File: config.mk
export PLATFORM = sky130hd
export DESIGN_NAME = uart_rx_deserializer
export DESIGN_NICKNAME = d
export VERILOG_FILES = /design/src/rtl/uart_pkg.sv /design/src/rtl/uart_tick_gen.sv /design/src/rtl/uart_rx_deserializer.sv
export SDC_FILE = /design/constraint.sdc
export NUM_CORES = 1
export LEC_CHECK = 0
export ABC_AREA = 1
export BUFFER_PORTS_ARGS = -buffer_cell sky130_fd_sc_hd__buf_2
export CAP_MARGIN = 10
export CORE_AREA = 2 2 60 62
export DETAILED_ROUTE_END_ITERATION = 10
export DIE_AREA = 0 0 62 64
export PLACE_DENSITY_LB_ADDON = 0.3
export SLEW_MARGIN = 20
export SYNTH_ARGS = -nofsm -noshare
export SYNTH_HDL_FRONTEND = slang
export SYNTH_SLANG_ARGS = --single-unit
File: constraint.sdc
create_clock -name i_Clk -period 1.8 [get_ports i_Clk]
set_input_delay 0.09 -clock i_Clk [delete_from_list [all_inputs] [get_ports i_Clk]]
set_output_delay 0.09 -clock i_Clk [all_outputs]
set_load 0.005 [all_outputs]
File: src/rtl/uart_pkg.sv
// ---------------------------------------------------------------------------
// uart_pkg
// Shared definitions for the UART blocks (receiver, transmitter, FIFO).
//   UART_DATA_BITS  : default character width
//   UART_OVERSAMPLE : default sample ticks per bit period
//   rx_state_e      : receiver state encoding
// ---------------------------------------------------------------------------
package uart_pkg;

    localparam int UART_DATA_BITS  = 8;
    localparam int UART_OVERSAMPLE = 16;

    typedef enum logic [2:0] {
        IDLE,
        START,
        DATA,
        PARITY,
        STOP,
        BREAK
    } rx_state_e;

endpackage

File: src/rtl/uart_tick_gen.sv
// ---------------------------------------------------------------------------
// uart_tick_gen
// Divides the system clock down to the oversample tick rate. The count runs
// 0..CLK_DIV-1 and o_Tick is high while the count sits at CLK_DIV-1.
// A synchronous clear restarts the count so tick phase can be aligned to an
// external event (the receiver aligns it to the start edge).
// Ports:
//   i_Clk  : system clock, rising edge
//   i_Rst  : asynchronous active-high reset
//   i_Clr  : synchronous clear of the divider count
//   o_Tick : one-Clk tick every CLK_DIV cycles
// ---------------------------------------------------------------------------
module uart_tick_gen #(
    parameter int CLK_DIV = 4
) (
    input  logic i_Clk,
    input  logic i_Rst,
    input  logic i_Clr,
    output logic o_Tick
);

    localparam int            CNT_W = $clog2(CLK_DIV);
    localparam logic [CNT_W-1:0] CNT_LAST = CNT_W'(CLK_DIV - 1);

    logic [CNT_W-1:0] r_count;

    // Free-running divider, restarted by clear or on reaching the last count
    always_ff @(posedge i_Clk or posedge i_Rst) begin
        if (i_Rst) begin
            r_count <= '0;
        end else if (i_Clr || (r_count == CNT_LAST)) begin
            r_count <= '0;
        end else begin
            r_count <= r_count + 1'b1;
        end
    end

    assign o_Tick = (r_count == CNT_LAST);

endmodule

File: src/rtl/uart_rx_deserializer.sv
// ---------------------------------------------------------------------------
// uart_rx_deserializer
// UART receive front end: synchronises and oversamples the serial line,
// finds the start bit, shifts in DATA_BITS LSB-first, checks the stop bit
// and optionally a parity bit. Good characters appear on o_Rx_Data followed
// one cycle later by a single-cycle o_Data_Rdy strobe.
// Optional feature: define UART_RX_PARITY_EN to add one parity bit after the
// data bits (even parity, or odd when PARITY_ODD = 1). Without it the frame
// is start + data + stop and o_Parity_Err is tied low.
// Ports:
//   i_Clk         : system clock, rising edge
//   i_Rst         : asynchronous active-high reset
//   i_Rx          : asynchronous serial line, idle high
//   o_Rx_Data     : last good character, held until the next good one
//   o_Data_Rdy    : one-Clk pulse, o_Rx_Data valid and stable
//   o_Framing_Err : one-Clk pulse, stop bit sampled low
//   o_Parity_Err  : one-Clk pulse, parity mismatch
//   o_Busy        : high whenever the receiver is not idle
// ---------------------------------------------------------------------------
module uart_rx_deserializer
    import uart_pkg::*;
#(
    parameter int DATA_BITS  = UART_DATA_BITS,
    parameter int OVERSAMPLE = UART_OVERSAMPLE,
    parameter int CLK_DIV    = 4,
    parameter int PARITY_ODD = 0
) (
    input  logic                 i_Clk,
    input  logic                 i_Rst,
    input  logic                 i_Rx,
    output logic [DATA_BITS-1:0] o_Rx_Data,
    output logic                 o_Data_Rdy,
    output logic                 o_Framing_Err,
    output logic                 o_Parity_Err,
    output logic                 o_Busy
);

    localparam int                OS_W    = $clog2(OVERSAMPLE);
    localparam logic [OS_W-1:0]   OS_MID  = OS_W'(OVERSAMPLE / 2 - 1);
    localparam logic [OS_W-1:0]   OS_LAST = OS_W'(OVERSAMPLE - 1);
    localparam int                BIT_W   = $clog2(DATA_BITS);
    localparam logic [BIT_W-1:0]  BIT_LAST = BIT_W'(DATA_BITS - 1);

`ifdef UART_RX_PARITY_EN
    localparam rx_state_e AFTER_DATA = PARITY;
`else
    localparam rx_state_e AFTER_DATA = STOP;
`endif

    rx_state_e            r_state;
    rx_state_e            w_nextState;
    logic                 r_sync1;
    logic                 r_rxs;
    logic                 r_rxsD;
    logic [OS_W-1:0]      r_osCnt;
    logic [BIT_W-1:0]     r_bitCnt;
    logic [DATA_BITS-1:0] r_shiftReg;
    logic [DATA_BITS-1:0] r_rxData;
    logic                 r_loadPend;
    logic                 r_dataRdy;
    logic                 r_framingErr;
    logic                 w_tick;
    logic                 w_startEdge;
    logic                 w_midStart;
    logic                 w_bitSample;
    logic                 w_parityBad;
    logic                 w_clrDiv;
    logic                 w_clrOs;
    logic                 w_clrBit;
    logic                 w_shift;
    logic                 w_parSample;
    logic                 w_load;
    logic                 w_framing;
    logic                 w_parityFault;

    uart_tick_gen #(
        .CLK_DIV (CLK_DIV)
    ) u_tickGen (
        .i_Clk  (i_Clk),
        .i_Rst  (i_Rst),
        .i_Clr  (w_clrDiv),
        .o_Tick (w_tick)
    );

    // Two-flop synchroniser plus one delay stage for falling-edge detection;
    // all flops reset to the idle-high line level so reset never fakes a start
    always_ff @(posedge i_Clk or posedge i_Rst) begin
        if (i_Rst) begin
            r_sync1 <= 1'b1;
            r_rxs   <= 1'b1;
            r_rxsD  <= 1'b1;
        end else begin
            r_sync1 <= i_Rx;
            r_rxs   <= r_sync1;
            r_rxsD  <= r_rxs;
        end
    end

    assign w_startEdge = r_rxsD & ~r_rxs;
    assign w_midStart  = w_tick && (r_osCnt == OS_MID);
    assign w_bitSample = w_tick && (r_osCnt == OS_LAST);

    // State register
    always_ff @(posedge i_Clk or posedge i_Rst) begin
        if (i_Rst) begin
            r_state <= IDLE;
        end else begin
            r_state <= w_nextState;
        end
    end

    // Next-state logic; BREAK holds off re-arming until the line is high
    always_comb begin
        w_nextState = r_state;
        case (r_state)
            IDLE:   if (w_startEdge) w_nextState = START;
            START:  if (w_midStart)  w_nextState = r_rxs ? IDLE : DATA;
            DATA:   if (w_bitSample && (r_bitCnt == BIT_LAST)) w_nextState = AFTER_DATA;
            PARITY: if (w_bitSample) w_nextState = STOP;
            STOP:   if (w_bitSample) w_nextState = r_rxs ? IDLE : BREAK;
            BREAK:  if (r_rxs)       w_nextState = IDLE;
            default: w_nextState = IDLE;
        endcase
    end

    // Per-state control strobes; a low stop bit outranks a parity fault
    always_comb begin
        w_clrDiv      = 1'b0;
        w_clrOs       = 1'b0;
        w_clrBit      = 1'b0;
        w_shift       = 1'b0;
        w_parSample   = 1'b0;
        w_load        = 1'b0;
        w_framing     = 1'b0;
        w_parityFault = 1'b0;
        case (r_state)
            IDLE: begin
                w_clrDiv = w_startEdge;
                w_clrOs  = w_startEdge;
            end
            START: begin
                if (w_midStart && !r_rxs) begin
                    w_clrOs  = 1'b1;
                    w_clrBit = 1'b1;
                end
            end
            DATA: begin
                w_shift = w_bitSample;
                w_clrOs = w_bitSample;
            end
            PARITY: begin
                w_parSample = w_bitSample;
                w_clrOs     = w_bitSample;
            end
            STOP: begin
                if (w_bitSample) begin
                    if (!r_rxs) begin
                        w_framing = 1'b1;
                    end else if (w_parityBad) begin
                        w_parityFault = 1'b1;
                    end else begin
                        w_load = 1'b1;
                    end
                end
            end
            default: ;
        endcase
    end

    // Bit timing counters and the LSB-first shift register
    always_ff @(posedge i_Clk or posedge i_Rst) begin
        if (i_Rst) begin
            r_osCnt    <= '0;
            r_bitCnt   <= '0;
            r_shiftReg <= '0;
        end else begin
            if (w_clrOs) begin
                r_osCnt <= '0;
            end else if (w_tick) begin
                r_osCnt <= r_osCnt + 1'b1;
            end
            if (w_clrBit) begin
                r_bitCnt <= '0;
            end else if (w_shift) begin
                r_bitCnt <= r_bitCnt + 1'b1;
            end
            if (w_shift) begin
                r_shiftReg <= {r_rxs, r_shiftReg[DATA_BITS-1:1]};
            end
        end
    end

    // Rx_Data loads one cycle ahead of Data_Rdy so the data is already stable
    // when the strobe rises; a downstream FIFO may clock on its rising edge
    always_ff @(posedge i_Clk or posedge i_Rst) begin
        if (i_Rst) begin
            r_rxData     <= '0;
            r_loadPend   <= 1'b0;
            r_dataRdy    <= 1'b0;
            r_framingErr <= 1'b0;
        end else begin
            if (w_load) begin
                r_rxData <= r_shiftReg;
            end
            r_loadPend   <= w_load;
            r_dataRdy    <= r_loadPend;
            r_framingErr <= w_framing;
        end
    end

`ifdef UART_RX_PARITY_EN
    logic r_parityBad;
    logic r_parityErr;

    // Latch the parity verdict in the parity slot; consumed at the stop bit
    always_ff @(posedge i_Clk or posedge i_Rst) begin
        if (i_Rst) begin
            r_parityBad <= 1'b0;
            r_parityErr <= 1'b0;
        end else begin
            if (w_parSample) begin
                r_parityBad <= (r_rxs != ((^r_shiftReg) ^ PARITY_ODD[0]));
            end
            r_parityErr <= w_parityFault;
        end
    end

    assign w_parityBad  = r_parityBad;
    assign o_Parity_Err = r_parityErr;
`else
    logic w_unusedParity;

    assign w_parityBad    = 1'b0;
    assign o_Parity_Err   = 1'b0;
    assign w_unusedParity = w_parSample ^ w_parityFault ^ PARITY_ODD[0];
`endif

    assign o_Rx_Data     = r_rxData;
    assign o_Data_Rdy    = r_dataRdy;
    assign o_Framing_Err = r_framingErr;
    assign o_Busy        = (r_state != IDLE);

endmodule

After elaboration in Yosys (flattened, before gate mapping)
Index checks and enable logic that the tools add are counted.
- logic and storage cells: 69
- flip-flop bits (word level): 34
- bits of input ports: 3
- equal/unequal tests: 15
- reductions and logical operators: 12
- mux-type cells: 25
- bitwise logic cells: 2
- add/subtract/negate cells: 3
- operator list (cell ; number):
    $mux 3 ; 9
    $pmux 3 s6 ; 1
    $ne 2x2->1 const B ; 6
    $mux 1 ; 10
    $eq 3x3->1 const B ; 3
    $mux 4 ; 2
    $eq 3x2->1 const B ; 2
    $reduce_and 6->1 ; 1
    $add 4x1->4 const B ; 1
    $eq 4x3->1 const B ; 1
    $eq 4x4->1 const B ; 1
    $logic_and 1x1->1 ; 4
    $mux 2 ; 2
    $reduce_bool 2->1 ; 2
    $add 3x1->3 const B ; 1
    $eq 3x1->1 const B ; 1
    $logic_not 3->1 ; 1
    $pmux 1 s3 ; 1
    $reduce_bool 3->1 ; 1
    $add 2x1->2 const B ; 1
    $eq 2x2->1 const B ; 1
    $reduce_or 2->1 ; 1
    $and 1x1->1 ; 1
    $logic_not 1->1 ; 1
    other kinds (2) ; 2

Logic depth before layout (Yosys ltp)
Gate-level depths: netlist of run 1.
- word-level depth: 6
- mapped depth: 9
- gate-level depth less buffers: 9

By module
A second synthesis of run 1 with hierarchy kept.
- cells, all modules: 167
- area, all modules: 1575.3 um^2
- by module, submodules not included (module ; instances ; area each (um^2) ; cells each ; sequential area each (um^2)):
    uart_rx_deserializer ; 1 ; 1486.4 ; 157 ; 804.5
    uart_tick_gen ; 1 ; 88.8 ; 10 ; 50.0

Least setup slack after synthesis of run 1
Ideal clock, no wire load.
- path type: flip-flop to flip-flop
- start point: register u_tickGen.r_count[0]
- end point: register r_rxData[1] (netlist: o_Rx_Data[1])
- period minus slack after synthesis: 1.330 ns
- slack: 0.470 ns
- data arrival time: 1.212 ns
- stages on the path, launching flop included: 9
- path buffers: 2
- path through: dfrtp_1 ha_1 buf_6 nand2_2 nor2_8 nand4_4 buf_6 nand2_1 o21ai_2
- longest elaborated chain between the ends: 4
- RTL lines (item ; RTL line ; text):
    start, declared ; uart_tick_gen.sv:25 ; logic [CNT_W-1:0] r_count;
    start signal, assigned ; uart_tick_gen.sv:34 ; r_count <= r_count + 1'b1;
    $eq 2x2->1 ; uart_tick_gen.sv:38 ; assign o_Tick = (r_count == CNT_LAST);
    $logic_and 1x1->1 ; uart_rx_deserializer.sv:101 ; assign w_bitSample = w_tick && (r_osCnt == OS_LAST);
    $mux 1 ; uart_rx_deserializer.sv:156 ; if (w_bitSample) begin
    $mux 1 ; uart_rx_deserializer.sv:136 ; case (r_state)
    end signal, assigned ; uart_rx_deserializer.sv:203 ; r_rxData <= r_shiftReg;
    end, declared ; uart_rx_deserializer.sv:58 ; logic [DATA_BITS-1:0] r_rxData;
Every way passes these cells.
A chain may end at the register's enable or synchronous reset.

Worst setup path in the final report of run 1
- start point: register r_osCnt[0]
- end point: register r_bitCnt[1]
- longest elaborated chain between the ends: 6
- RTL lines (item ; RTL line ; text):
    start, declared ; uart_rx_deserializer.sv:55 ; logic [OS_W-1:0] r_osCnt;
    start signal, assigned ; uart_rx_deserializer.sv:180 ; r_osCnt <= r_osCnt + 1'b1;
    $eq 4x3->1 ; uart_rx_deserializer.sv:100 ; assign w_midStart = w_tick && (r_osCnt == OS_MID);
    $logic_and 1x1->1 ; uart_rx_deserializer.sv:100 ;
    $logic_and 1x1->1 ; uart_rx_deserializer.sv:142 ; if (w_midStart && !r_rxs) begin
    $mux 1 ; uart_rx_deserializer.sv:142 ;
    $mux 1 ; uart_rx_deserializer.sv:136 ;
    $mux 3 / $reduce_bool 2->1 (equally long branches) ; -- ;
    end signal, assigned ; uart_rx_deserializer.sv:185 ; r_bitCnt <= r_bitCnt + 1'b1;
    end, declared ; uart_rx_deserializer.sv:56 ; logic [BIT_W-1:0] r_bitCnt;
Several ways; a longest one is shown, not always the timed one.

==> results of run 1 <==
==> flip-flops by register name, indices dropped and copies added (netlist names) <==
register,cells
o_Rx_Data,8
r_shiftReg,8
r_osCnt,4
r_bitCnt,3
r_state,3
u_tickGen.r_count,2
o_Data_Rdy,1
o_Framing_Err,1
r_loadPend,1
r_rxs,1
r_rxsD,1
r_sync1,1
==> path summary, 6_finish.rpt <==
kind / startpoint / end
setup / recovery: r_osCnt[0] / r_bitCnt[1]
hold / removal: r_sync1 / r_rxs
setup reg to reg: r_osCnt[0] / r_bitCnt[1]
hold reg to reg: r_sync1 / r_rxs
max in group asynchronous: i_Rst / r_sync1
min in group asynchronous: i_Rst / u_tickGen.r_count[1]
==> cell families (layout without fill, tap and decap cells) <==
| group | Yosys count | after routing | synth area share, % |
|---|---|---|---|
| and+or+nand+nor | 75 | 75 | 22.7 |
| muxes | 1 | 1 | 0.623 |
| other | 1 | 1 | 0.233 |
| xor gates and xnor gates | 3 | 3 | 1.64 |
| DFF | 34 | 34 | 53.2 |
| buffers and inverters | 28 | 49 | 8.64 |
| AOI/OAI and AO/OA | 18 | 18 | 9.81 |
| adders and majority gates | 4 | 4 | 3.12 |
==> per-stage QoR <==
step                utilization [%]  cells  cell area [um2]  setup WS, ns  total power, mW
global placement               51.7    221             1700         0.380             1.25
detailed placement             51.7    221             1700         0.336             1.27
floorplan                         -    164             1610         0.470             1.19
CTS                            54.7    231             1800         0.306             1.84
finish                         54.7    231             1800         0.313             1.82
global route                   54.7    231             1800         0.196             1.95
==> power breakdown <==
group | internal, mW | switching [mW] | leakage, nW
combinational | 0.142 | 0.225 | 0.435
clock | 0.293 | 0.267 | 0.0385
sequential | 0.835 | 0.0587 | 0.457
total | 1.27 | 0.551 | 0.931
==> area by class of cell <==
class	instances	area share, %
clock buffers	6	2.30
flip-flops and latches	34	47.5
well taps	46	3.20
multi-input cells	102	34.1
inverters	23	4.80
repair buffers	18	5.98
clock inverters	2	2.09
==> routing by layer <==
metal  GRT usage (%)  routed length [um]
met1            21.1                1170
met2            24.9                1290
met3            5.67                 109
met4            7.18                  55
met5               0                   0
==> cells in the final DEF, fill, tap and decap left out <==
cell,netlist,final
buf_2,0,13
buf_4,1,3
bufinv_16,0,1
clkbuf_1,0,1
clkbuf_4,0,5
clkinvlp_4,0,1
conb_1,1,1
dfrtp_1,31,31
dfstp_2,3,3
dlygate4sd3_1,0,2
ha_1,4,4
inv_1,23,23
mux2i_1,1,1
nand2_1,43,43
nand2_2,2,2
nand3_1,6,6
nand3_2,3,3
nand4_1,3,3
nand4_4,1,1
nor2_1,13,13
nor2_2,2,2
nor2_8,1,1
nor3_2,1,1
o21ai_2,18,18
xnor2_1,1,1
xor2_1,2,2
==> critical path, stage by stage, from the launching register on <==
cell     delay (ns)
dfrtp_1        0.43
ha_1           0.24
nand2_1        0.17
nor2_8         0.06
nand3_2        0.05
buf_4          0.27
nand3_1        0.14
o21ai_2        0.07
==> impl_metrics.tcl, run 1 <==
set metrics [dict create \
    outcome "finished, final reports clean" \
    regArea_um2 855 \
    cts_root_buf "clkbuf_4" \
    vias_per_cell 4.83 \
    worstPathRequired_ns 2.07 \
    hold_viol_final 0 \
    power.leakage_nw 0.931 \
    vdd_drop_max_mv 0.426 \
    holdBufCountCts 2 \
    start_util_pct 48.9 \
    detail-route-antenna-nets 0 \
    dieArea_um2 3970 \
    grt_pass1_wl_um 4850 \
    drt_first_iter_violations 28 \
    startpoint_type "flip-flop" \
    htree_levels 2 \
    grt_pass1_vias 1079 \
    synth_area_um2 1610 \
    cp.arrival_ns 1.75 \
    cts.repair.resized 0 \
    multiInputGateArea_um2 613 \
    syn_area_per_cell_um2 9.80 \
    crit_path_end_kind "flip-flop" \
    ys_seq_area_share_pct 53.2 \
    overflow 0 \
    rrSetupSlack_ns 0.31 \
    wl_um 2630 \
    via_count 1115 \
    yosysTopAreaCellShare_pct 48.3 \
    synth-main-ff-cell "dfrtp_1" \
    grtUsageTotal_pct 16.5 \
    synthArstFlopShare_pct 100 \
    fp-row-count 21 \
    synth.most_common_cell "nand2_1" \
    setup_viol 0 \
    syn_nets 171 \
    drt_first_pass_iters 4 \
    synth_top_area_cell "dfrtp_1" \
    ios 15 \
    post-route-period-util_pct 82.6 \
    numCtsBuffers 5 \
    nNetsFinal 191 \
    skew_ns 0.00742 \
    crit_path_max_fanout 22 \
    io_buffers 13 \
    gp_congestion 0.801 \
    antenna_found_initial 0 \
    worst_hold_slack_ns 0.364 \
    synth_area_leaders "dfrtp_1 (48%), nand2_1 (10%), o21ai_2 (9.8%)" \
    wl_per_cell_um 11.4 \
    power.density_nw_per_um2 1010 \
    clock-sinks 34 \
    rsz0062_at_grt "no" \
    crit_type "flip-flop to flip-flop" \
    slew_violations 0 \
    synthTopCellsByCount "nand2_1 (43), dfrtp_1 (31), inv_1 (23)" \
    clk_pin_slew_ns 0.11 \
    cts_setup_buffers 0 \
    core_area_um2 3280 \
    drive_above_1_share_pct 29.2 \
    reg2regPathDepth 7 \
    n_antenna_cell 0 \
    grt_start_max_net_pins 35 \
    ys_types 21 \
    timing.fmax_mhz 672 \
    drc_errors 0 \
    clkLatencyLatePin_ns 0.34 \
    min_path_cells 0 \
    area_growth_pct 11.9 \
    die_w_um 62 \
    cap_viol_max_count 0 \
    ys_ff_latch 34 \
    ys.warnings.count 0 \
    clockBufferDepth 2 \
    synth_enable_flop_cells 0 \
    fillers 297 \
    min_period_ns 1.49 \
    hp-class "flip-flop to flip-flop" \
    cts_tree "built" \
    synthCells 164 \
    fin_setup_tns_ns 0 \
    floorplan.die.height_um 64 \
    dp_hpwl_um 1910 \
]
Power figures use the tool's default switching activity.
==> run 2, diff against run 1 <==
ABC_AREA = 0   (was 1)
CORE_AREA = 2 2 59 61   (was 2 2 60 62)
DIE_AREA = 0 0 61 63   (was 0 0 62 64)
clock period = 1.5 ns   (was 1.8 ns; I/O delays follow)
==> impl_metrics.tcl, run 2 <==
set metrics [dict create \
    power.density_nw_per_um2 1310 \
    crit_type "flip-flop to flip-flop" \
    ios 15 \
    cts_tree "built" \
    grt_pass1_vias 1073 \
    synth.area.mux_share_pct 12.6 \
    fin_total_pwr_mw 2.59 \
    wl_per_cell_um 14.4 \
    r2r-end "r_shiftReg[6]" \
    skew_ns 0.0139 \
    final_common_cell "dfrtp_1" \
    clock-sinks 34 \
    detail-route-antenna-nets 0 \
    cts_root_buf "clkbuf_4" \
    outcome "finished, violations left" \
    synthCells 121 \
    placed_area_um2 1730 \
    slew_violations 0 \
    core_area_um2 3230 \
    drt_first_iter_violations 30 \
    grt_pass1_wl_um 5050 \
    rrSetupSlack_ns -0.01 \
    ys.warnings.count 0 \
    synthArstFlopShare_pct 100 \
    ys_types 38 \
    syn_area_per_cell_um2 12.5 \
    synth_enable_flop_cells 0 \
    drt_first_pass_iters 4 \
    post-route-period-util_pct 101 \
    grtUsageTotal_pct 18.1 \
    grt_start_max_net_pins 35 \
    cap_viol_max_count 0 \
    via_count 1080 \
    fin_setup_tns_ns -0.0436 \
    ys_ff_latch 34 \
    reg2regPathDepth 3 \
    timing.fmax_mhz 661 \
    overflow 0 \
    clk_pin_slew_ns 0.12 \
    wl_um 2980 \
    drive_above_1_share_pct 49.1 \
    dieArea_um2 3840 \
    io_buffers 13 \
    synth_fa_ha_area_share_pct 3.31 \
    rsz0062_at_grt "yes" \
    floorplan.die.height_um 63 \
    clkLatencyLatePin_ns 0.34 \
    die_w_um 61 \
    synth-xor-area-share_pct 1.74 \
    hold_viol_final 0 \
    vias_per_cell 5.22 \
    nNetsFinal 167 \
    dp_hpwl_um 1880 \
    final_cell_area_um2 1980 \
    antenna_found_initial 0 \
    post-route-worst-setup-slack_ns -0.0133 \
    drc_errors 0 \
    synth_compound_area_share_pct 7.03 \
    violations "negative setup slack" \
    synth_top_area_cell "dfrtp_1" \
    vdd_drop_max_mv 0.660 \
    synthTopCellsByCount "dfrtp_1 (31), mux2_2 (14), nor2_1 (8), o21ai_0 (8), nand2_1 (6)" \
    startpoint_type "flip-flop" \
    reg2reg_from "r_state[0]" \
    worstPathRequired_ns 1.72 \
    numCtsBuffers 5 \
    gp_congestion 0.734 \
    crit_path_max_fanout 8 \
    layout_common_cells "dfrtp_1 (31), buf_4 (19), mux2_2 (13)" \
    synth-simple-area-share_pct 15.4 \
    cp.arrival_ns 1.74 \
    syn_nets 128 \
    setup_viol 6 \
    synth.most_common_cell "dfrtp_1" \
    clockBufferDepth 2 \
    power.leakage_nw 0.988 \
    fp-row-count 21 \
    setup.worst_path.end "r_shiftReg[6]" \
    htree_levels 2 \
    n_antenna_cell 0 \
    synth_top_family_by_area "simple AND/OR/NAND/NOR gates" \
    start_util_pct 46.8 \
    synth_area_um2 1510 \
    fillers 257 \
    ys_seq_area_share_pct 56.5 \
    area_growth_pct 30.6 \
    crit_path_end_kind "flip-flop" \
    synth_area_leaders "dfrtp_1 (51%), mux2_2 (10%), dfstp_2 (5.2%)" \
    hp-class "input port to asynchronous set/reset pin" \
    cp-startpoint "r_state[0]" \
    yosysTopAreaCellShare_pct 51.3 \
    min_period_ns 1.51 \
    synth-main-ff-cell "dfrtp_1" \
]
[run 2: cell types whose count changed in the layout (fill, tap and decap cells not counted), sizes merged, moves of 3 or more]
cell   before  now
a21oi       0    3
buf        16   36
inv        23    2
mux2        0   16
nand2      45    6
nand3       9    1
nand4       4    1
nor2       16    9
nor2b       0    3
o21ai      18    8
[run 2: final cells by class]
cell class	instances	area, um2	area share, %
Inverter	2	7.51	0.380
Multi-Input combinational cell	79	713	36.1
Clock buffer	6	51.3	2.60
Tap cell	46	57.6	2.91
Sequential cell	34	855	43.3
Clock inverter	2	12.5	0.633
Timing Repair Buffer	38	279	14.1
[run 2: timing repair]
action / 4_1_cts / 5_1_grt
pin swaps: 9 / 6
gates resized for setup: 13 / 12
endpoints found under the hold margin: 32 / 0
hold buffers: 2 / 0
buffers inserted: 4 / 3
endpoints found under the setup margin: 26 / 24
[run 2: layer usage]
layer / vias up / wire length [um] / GRT usage [%]
met3: 10 / 111 / 6.63
met4: 0 / 78 / 8.70
li1: 507 / - / -
met5: - / 0 / 0
met2: 32 / 1470 / 26.7
met1: 531 / 1320 / 23.0
[run 2: logic make-up (layout without fill, tap and decap cells)]
kind of cell | count (synthesis) | in the layout
flops | 34 | 34
mux | 17 | 17
simple gates | 36 | 36
fa+ha+maj | 4 | 4
compound gates | 18 | 18
buf+inv | 8 | 48
xor+xnor | 3 | 3
other cells | 1 | 1
[run 2: power breakdown]
group	internal [mW]	total, mW	switching [mW]
clock	0.225	0.544	0.318
combinational	0.479	0.918	0.439
sequential	1.03	1.13	0.105
total	1.73	2.59	0.862
[run 2: through the flow]
stage                     hold WS, ns  cells  worst slack, ns  util [%]
after floorplan                0.0795    121          -0.0337         -
after global placement          0.173    190          -0.0216      53.5
after detailed placement        0.182    190          -0.0733      53.5
after CTS                       0.358    204         -0.00494      59.1
after global routing            0.365    207          -0.0612      61.1
final                           0.347    207          -0.0133      61.1
[run 2: worst min path at each step]
stage | from | endpoint | depth (start not counted) | slack [ns]
final | i_Rst | r_osCnt[0] | 4 | 0.35
after global routing | r_sync1 | r_rxs | 0 | 0.37
after CTS | i_Rst | r_osCnt[0] | 4 | 0.36
after detailed placement | i_Rx | r_sync1 | 1 | 0.18
after global placement | i_Rst | r_state[1] | 3 | 0.17
after floorplan | i_Rx | r_sync1 | 0 | 0.08
[run 2: critical path: stages, from the launching register on]
cell	delay, ns
dfrtp_1	0.41
or3b_4	0.44
nor2_8	0.20
mux2_2	0.35
==> run 3, diff against run 2 <==
CELL_PAD_IN_SITES_DETAIL_PLACEMENT = 2   (was not set)
CELL_PAD_IN_SITES_GLOBAL_PLACEMENT = 2   (was not set)
CORE_AREA = 2 2 66 68   (was 2 2 59 61)
DIE_AREA = 0 0 68 70   (was 0 0 61 63)
==> impl_metrics.tcl, run 3 (synthesized netlist as in run 2, its figures left out) <==
set metrics [dict create \
    power.share.combinational_pct 31.8 \
    grtUsageTotal_pct 20.4 \
    wl_per_cell_um 21.3 \
    io_buffers 13 \
    clockBufferDepth 2 \
    timing.fmax_mhz 628 \
    grt_pass1_vias 1295 \
    hold_viol_final 0 \
    p_clk_share_pct 32.5 \
    gp_congestion 0.737 \
    area_growth_pct 42.6 \
    htree_levels 2 \
    grt_start_max_net_pins 35 \
    antenna_found_initial 0 \
    drt_first_iter_violations 31 \
    wl_um 4680 \
    power.leakage_nw 1.05 \
    numCtsBuffers 5 \
    fp-row-count 24 \
    clkLatencyLatePin_ns 0.30 \
    start_util_pct 36.5 \
    skew_ns 0.00323 \
    die_w_um 68 \
    cap_viol_max_count 0 \
    dp_slack_ns -0.147 \
    power.density_nw_per_um2 1490 \
    core_area_um2 4140 \
    hp-class "flip-flop to flip-flop" \
    fillers 405 \
    crit_type "flip-flop to output port" \
    layout_common_cells "dfrtp_1 (30), buf_4 (24), buf_2 (12)" \
    n_antenna_cell 0 \
    setup_viol 23 \
    violations "negative setup slack" \
    ios 15 \
    slew_violations 0 \
    crit_path_end_kind "output port" \
    detail-route-antenna-nets 0 \
    drive_above_1_share_pct 55.4 \
    rsz0062_at_grt "yes" \
    nNetsFinal 174 \
    grt_pass1_wl_um 7000 \
    vdd_drop_max_mv 1.14 \
    startpoint_type "flip-flop" \
    fin_setup_tns_ns -1.30 \
    fin_total_pwr_mw 3.21 \
    outcome "finished, violations left" \
    vias_per_cell 5.18 \
    cp.arrival_ns 1.52 \
    via_count 1139 \
    seqPwrFrac_pct 35.6 \
    worstPathRequired_ns 1.42 \
    drc_errors 0 \
    dp_hpwl_um 2630 \
    final_common_cell "dfrtp_1" \
    p_int_mw 2.21 \
    overflow 0 \
    cts_root_buf "clkbuf_8" \
    post-route-period-util_pct 106 \
    switchingPower_mw 1.01 \
    drt_first_pass_iters 4 \
    min_period_ns 1.59 \
    floorplan.die.height_um 70 \
    post-route-worst-setup-slack_ns -0.0935 \
    clock-sinks 34 \
    crit_path_max_fanout 3 \
    clk_pin_slew_ns 0.08 \
    swShare_pct 31.3 \
    dieArea_um2 4760 \
    cts_tree "built" \
]
-- run 3: cell count changes in the layout (fill, tap and decap cells not counted), moves of 3 or more --
cell / before / now
mux2_4: 1 / 8
buf_4: 19 / 24
clkbuf_4: 5 / 0
mux2_2: 13 / 8
clkbuf_8: 1 / 5
o21ai_0: 6 / 3
o21ai_1: 2 / 5
-- run 3: power by group through the flow --
| stage | clock network (mW) | logic, mW | registers (mW) |
|---|---|---|---|
| CTS | 1.05 | 0.883 | 1.14 |
| global route | 1.10 | 1.13 | 1.15 |
| floorplan | 0 | 0.461 | 1.11 |
| finish | 1.05 | 1.02 | 1.15 |
| global placement | 0 | 0.688 | 1.11 |
| detailed placement | 0 | 0.751 | 1.12 |
-- run 3: cell type report --
cell class	instances	area (um2)	area share, %
tap	52	65.1	3.02
clock inverter	3	68.8	3.19
sequential	34	856	39.7
timing repair buffer	45	339	15.7
inverter	2	7.51	0.348
clock buffer	5	68.8	3.19
multi-input combinational	79	752	34.9
-- run 3: per-stage QoR --
stage               cells  util [%]  cell area (um2)  hold slack [ns]
floorplan             121         -             1530           0.0795
global route          220      52.1             2160            0.372
global placement      201      42.8             1770            0.179
finish                220      52.1             2160            0.364
detailed placement    201      42.8             1770            0.182
CTS                   212      49.6             2060            0.365
-- run 3: path summary, 6_finish.rpt --
kind	cells after the start	slack (ns)	from	endpoint
max in group asynchronous	4	0.74	i_Rst	r_rxs
min in group asynchronous	4	0.42	i_Rst	r_osCnt[2]
max	4	-0.09	r_state[2]	o_Busy
max reg2reg	3	-0.08	r_state[1]	r_shiftReg[6]
min reg2reg	0	0.36	r_loadPend	o_Data_Rdy
min	0	0.36	r_loadPend	o_Data_Rdy
-- run 3: critical path: stages (launching register included) --
cell and delay (ns):
dfrtp_1 0.42, buf_4 0.17, or3_4 0.40, buf_6 0.13, buf_6 0.10
-- run 3: timing repair --
action / in CTS / in global routing
buffers inserted: 1 / 8
gates cloned: 0 / 0
endpoints found under the hold margin: 32 / 0
endpoints found under the setup margin: 27 / 28
resized for setup: 29 / 13
pin swaps: 11 / 7
hold buffers: 2 / 0
-- run 3: per-layer routing --
metal	wire length, um	track usage (%)	vias to the layer above
li1	-	-	515
met1	2070	27.4	606
met2	2470	31.9	13
met3	91	5.48	5
met4	52	5.78	0
met5	0	0	-
